**src/rtl/bus_fill_master.sv**
```systemverilog
// Bus initiator that block-fills memory on cpu_clken-paced bus cycles,
// with an optional pipelined read-back verify pass.
module bus_fill_master #(
   parameter int ADDR_W = 16,
   parameter int DATA_W = 8,
   parameter int LEN_W  = 12
) (
   input  logic              clk,
   input  logic              rst,
   input  logic              cpu_clken,
   input  logic              start,
   input  logic [ADDR_W-1:0] base_addr,
   input  logic [LEN_W-1:0]  length,
   input  logic [DATA_W-1:0] fill_data,
   input  logic              incr,
   input  logic              verify,
   output logic [ADDR_W-1:0] A,
   output logic              r_w,
   output logic [DATA_W-1:0] dout,
   input  logic [DATA_W-1:0] din,
   output logic              busy,
   output logic              done,
   output logic              error,
   output logic [ADDR_W-1:0] err_addr
);

   localparam int CW = LEN_W + 1;

   typedef enum logic [1:0] {
      S_IDLE,
      S_WRITE,
      S_READ,
      S_DONE
   } state_t;

   state_t            state;
   logic [ADDR_W-1:0] base_q;
   logic [CW-1:0]     len_q;
   logic [CW-1:0]     cnt;
   logic [DATA_W-1:0] fill_q;
   logic [DATA_W-1:0] exp_q;
   logic              incr_q;
   logic              verify_q;

   logic [ADDR_W-1:0] cur_addr;
   logic [DATA_W-1:0] cur_data;
   logic              last;

   always_comb begin
      cur_addr = base_q + ADDR_W'(cnt);
      cur_data = incr_q ? (fill_q + DATA_W'(cnt)) : fill_q;
      last     = (cnt == len_q);
   end

   always_ff @(posedge clk) begin
      if (rst) begin
         state    <= S_IDLE;
         A        <= '0;
         r_w      <= 1'b1;
         dout     <= '0;
         busy     <= 1'b0;
         done     <= 1'b0;
         error    <= 1'b0;
         err_addr <= '0;
         base_q   <= '0;
         len_q    <= '0;
         cnt      <= '0;
         fill_q   <= '0;
         exp_q    <= '0;
         incr_q   <= 1'b0;
         verify_q <= 1'b0;
      end else begin
         case (state)
            S_IDLE, S_DONE: begin
               // Bus is already parked here; acceptance ignores cpu_clken.
               if (start) begin
                  base_q   <= base_addr;
                  len_q    <= (length == '0) ? {1'b1, {LEN_W{1'b0}}} : {1'b0, length};
                  fill_q   <= fill_data;
                  incr_q   <= incr;
                  verify_q <= verify;
                  cnt      <= '0;
                  done     <= 1'b0;
                  error    <= 1'b0;
                  err_addr <= '0;
                  busy     <= 1'b1;
                  state    <= S_WRITE;
               end
            end

            S_WRITE: begin
               if (cpu_clken) begin
                  if (!last) begin
                     A    <= cur_addr;
                     r_w  <= 1'b0;
                     dout <= cur_data;
                     cnt  <= cnt + 1'b1;
                  end else if (verify_q) begin
                     A     <= base_q;
                     r_w   <= 1'b1;
                     dout  <= '0;
                     exp_q <= fill_q;
                     cnt   <= {{(CW-1){1'b0}}, 1'b1};
                     state <= S_READ;
                  end else begin
                     A     <= '0;
                     r_w   <= 1'b1;
                     dout  <= '0;
                     busy  <= 1'b0;
                     done  <= 1'b1;
                     state <= S_DONE;
                  end
               end
            end

            S_READ: begin
               // din belongs to the read presented on the previous enabled edge;
               // exp_q and A still describe that read while this edge samples it.
               if (cpu_clken) begin
                  if (din != exp_q) begin
                     error    <= 1'b1;
                     err_addr <= A;
                     A        <= '0;
                     r_w      <= 1'b1;
                     busy     <= 1'b0;
                     done     <= 1'b1;
                     state    <= S_DONE;
                  end else if (!last) begin
                     A     <= cur_addr;
                     exp_q <= cur_data;
                     cnt   <= cnt + 1'b1;
                  end else begin
                     A     <= '0;
                     r_w   <= 1'b1;
                     busy  <= 1'b0;
                     done  <= 1'b1;
                     state <= S_DONE;
                  end
               end
            end

            default: begin
               state <= S_IDLE;
            end
         endcase
      end
   end

endmodule
```
**config.mk**
```make
export PLATFORM = sky130hd
export DESIGN_NAME = bus_fill_master
export DESIGN_NICKNAME = d
export VERILOG_FILES = /design/src/rtl/bus_fill_master.sv
export SDC_FILE = /design/constraint.sdc
export NUM_CORES = 1
export LEC_CHECK = 0
export BUFFER_PORTS_ARGS = -buffer_cell sky130_fd_sc_hd__buf_4
export CAP_MARGIN = 0
export CORE_MARGIN = 2
export CORE_UTILIZATION = 57
export DETAILED_ROUTE_END_ITERATION = 10
export PLACE_DENSITY = 0.82
export SLEW_MARGIN = 0
export SYNTH_ARGS = -nofsm -noshare
export SYNTH_HDL_FRONTEND = slang
export SYNTH_SLANG_ARGS = --single-unit
```
**constraint.sdc**
```tcl
create_clock -name clk -period 2.75 [get_ports clk]
set_clock_uncertainty 0.1 [all_clocks]
set_input_delay 0.1375 -clock clk [delete_from_list [all_inputs] [get_ports clk]]
set_output_delay 0.1375 -clock clk [all_outputs]
set_load 0.005 [all_outputs]
```
==> metrics.txt <==
nets around 890; cell depth of the worst hold path 2; Die Area roughly 0.011 sq mm; Worst EP required roughly 3.0 ns; area leader, netlist dfxtp_1; largest net degree at the start of global routing 60; First DRT Iteration DRCs just under 500; H-tree depth 3; # rows 36; status completed; Post-Layout Inst Area about 0.0071 sq mm; Core Box Area ~0.0097 sq mm; routed vias/inst between 5 and 6; HPWL after detailed placement approximately 11000 um; diode count 0; RSZ-0062 raised after global routing false; Via Count 5611; final hold violations 0; antenna-violating nets left 0; FMAX 387 MHz; worst hold start rst; Final TNS setup 0 ns; IO Port Bufs 93; Seq/Total Area, Yosys between 30% and 40%; drt pass-1 iters 5; DRC viols 0; CTS tree done; Least-Margin Pin Slew ~1 ns; RR Startpoint cnt[0]; clk_lat worst skew 0.39 ns; worst rel slew slack between 30% and 40%; fill count between 700 and 800; die height between 100 and 150 um; clk root buf clkbuf_8; Crit path arrival time around 2.8 ns; Routed WL between 15000 and 20000 um; type of origin of the critical path register; Crit Path Category reg -> reg; max-slew violation count 0; layout cells sized above 1 17.0%; Worst Hold Class in -> reg; Area Growth Syn to Fin 26.7%; multi-input logic area around 0.0033 sq mm; Num CTS Buffers 9; number of synthesized register bits roughly 110; MaxCap Viol Count 0; most common cell in the netlist nand2_1; CP max FO 7; initial antenna violation count 0; global route overflow 0; Synth top area share between 30% and 40%; Yosys cell types 59; Post-CTS Setup Bufs 0; RePlAce Congestion between 0.9 and 1; Final min period between 2 and 3 ns; Post-synth top flop dfxtp_1; GRT Total Usage 29.7%; first-pass GRT wire length approximately 25000 um; Post-synth top cells nand2_1, dfxtp_1, nor2_1; RR Endpoint A[6]; final setup fails 0; vias in the first global route 5189; Max Buffers Root-to-Sink 2; WHS Endpoint dout[6]; Yosys Warn Count 0; static leakage roughly 2.9 nW; WL per Instance about 16 um; ys async rst share 0%; # IOs 94; Max IR drop VDD approximately 420 uV; worst r2r path cells 8; R2R setup slack roughly 0.17 ns; Pwr Total roughly 5.3 mW; Initial Util a little under 60%; utilization after layout 73.5%; period utilisation layout between 90% and 100%; synthesized area 0.00562 sq mm; CP endpoint kind register; Cell Pwr Density 751 mW/mm^2; syn_area_per_cell 8.01 sq um; Mapped Nets 776; Syn Inst Count about 700; register area between 0.002 and 0.0025 sq mm; DP Area between 0.006 and 0.007 sq mm; clk sinks between 100 and 150; top cells by area, synth dfxtp_1, a21oi_1, nand2_1; Die Wd ~100 um; Post-synth EDFFs 0; Reg clk slew, reported paths around 0.1 ns
==> sequential cells by signal, indices dropped and copies added, names as in the netlist <==
signal,cells
r_w,1
state,2
busy,1
A,16
exp_q,8
done,1
incr_q,1
error,1
len_q,13
err_addr,16
base_q,16
cnt,13
dout,8
fill_q,8
verify_q,1
==> cell families after synthesis <==
| group | count (synthesis) | share of synthesized area (%) |
|---|---|---|
| and+or+nand+nor | 287 | 23.9 |
| buffers and inverters | 49 | 3.74 |
| AOI/OAI and AO/OA | 175 | 19.3 |
| adders and majority gates | 25 | 5.84 |
| muxes | 12 | 2.14 |
| DFF | 106 | 37.8 |
| xor gates and xnor gates | 47 | 7.33 |
==> cell usage in the layout (no fill, tap or decap), types with 5 or more instances in the layout <==
| master | netlist | final |
|---|---|---|
| a211oi_1 | 13 | 12 |
| a221oi_1 | 6 | 5 |
| mux2i_1 | 12 | 12 |
| dlygate4sd3_1 | 0 | 38 |
| dfxtp_1 | 106 | 106 |
| clkbuf_8 | 0 | 10 |
| nor2_1 | 85 | 85 |
| a21oi_1 | 84 | 83 |
| a21o_1 | 6 | 6 |
| nand4_1 | 7 | 7 |
| nand3_1 | 18 | 18 |
| buf_4 | 1 | 104 |
| o211ai_1 | 8 | 8 |
| xnor2_1 | 27 | 27 |
| and3_1 | 10 | 10 |
| inv_1 | 11 | 11 |
| ha_1 | 23 | 23 |
| a22oi_1 | 16 | 16 |
| nand2_1 | 112 | 112 |
| xor2_1 | 20 | 20 |
| nor3_1 | 20 | 19 |
| o21ai_0 | 19 | 18 |
==> per-layer routing <==
metal  wire, um  share of wire [%]  up-vias  GRT usage [%]
li1           -                  -     2699              -
met1       6920                 44     2677           40.0
met2       7430                 48      212           49.1
met3       1050                6.7       23           6.12
met4        172                1.1        0           7.19
met5          0                  0        -              0
==> metrics by stage <==
step,instances,hold WS [ns],setup WS [ns]
after global placement,902,0.284,0.169
after global routing,956,0.159,0.00122
after detailed placement,902,0.296,0.0621
final,956,0.148,0.169
after CTS,956,0.147,0.0138
after floorplan,701,0.173,0.314
==> worst max-delay path, cell delays in order, from the launching register on <==
cell,delay [ns]
dfxtp_1,0.49
ha_1,0.26
fa_2,0.28
a211oi_4,0.08
or4b_1,0.52
o41ai_2,0.07
o21ai_1,0.12
or3_1,0.32
a311oi_1,0.26
==> where the power goes <==
group          internal, mW  leakage, nW  switching [mW]
Sequential             1.75        0.862           0.217
Clock                 0.633        0.127           0.542
Combinational         0.806         1.89            1.40
==> timing repair <==
action                     CTS  global route
hold endpoints to repair    39             0
hold buffers                38             0
setup endpoints to repair    0             5
gates resized for setup      0            10
==> worst max path at each step <==
stage,startpoint,to,slack [ns]
finish,cnt[0],A[6],0.17
global route,cnt[0],exp_q[6],0.001
floorplan,cnt[0],A[6],0.31
global placement,cnt[0],A[12],0.17
CTS,cnt[0],A[6],0.01
detailed placement,cnt[0],A[12],0.06
==> area by class of cell <==
cell class / count / area share [%]
sequential: 106 / 29.8
timing repair buffer: 144 / 16.9
tap: 133 / 2.34
clock inverter: 6 / 1.58
multi-input combinational: 546 / 46.9
clock buffer: 10 / 1.93
inverter: 11 / 0.580
(Power assumes the default switching activity.)
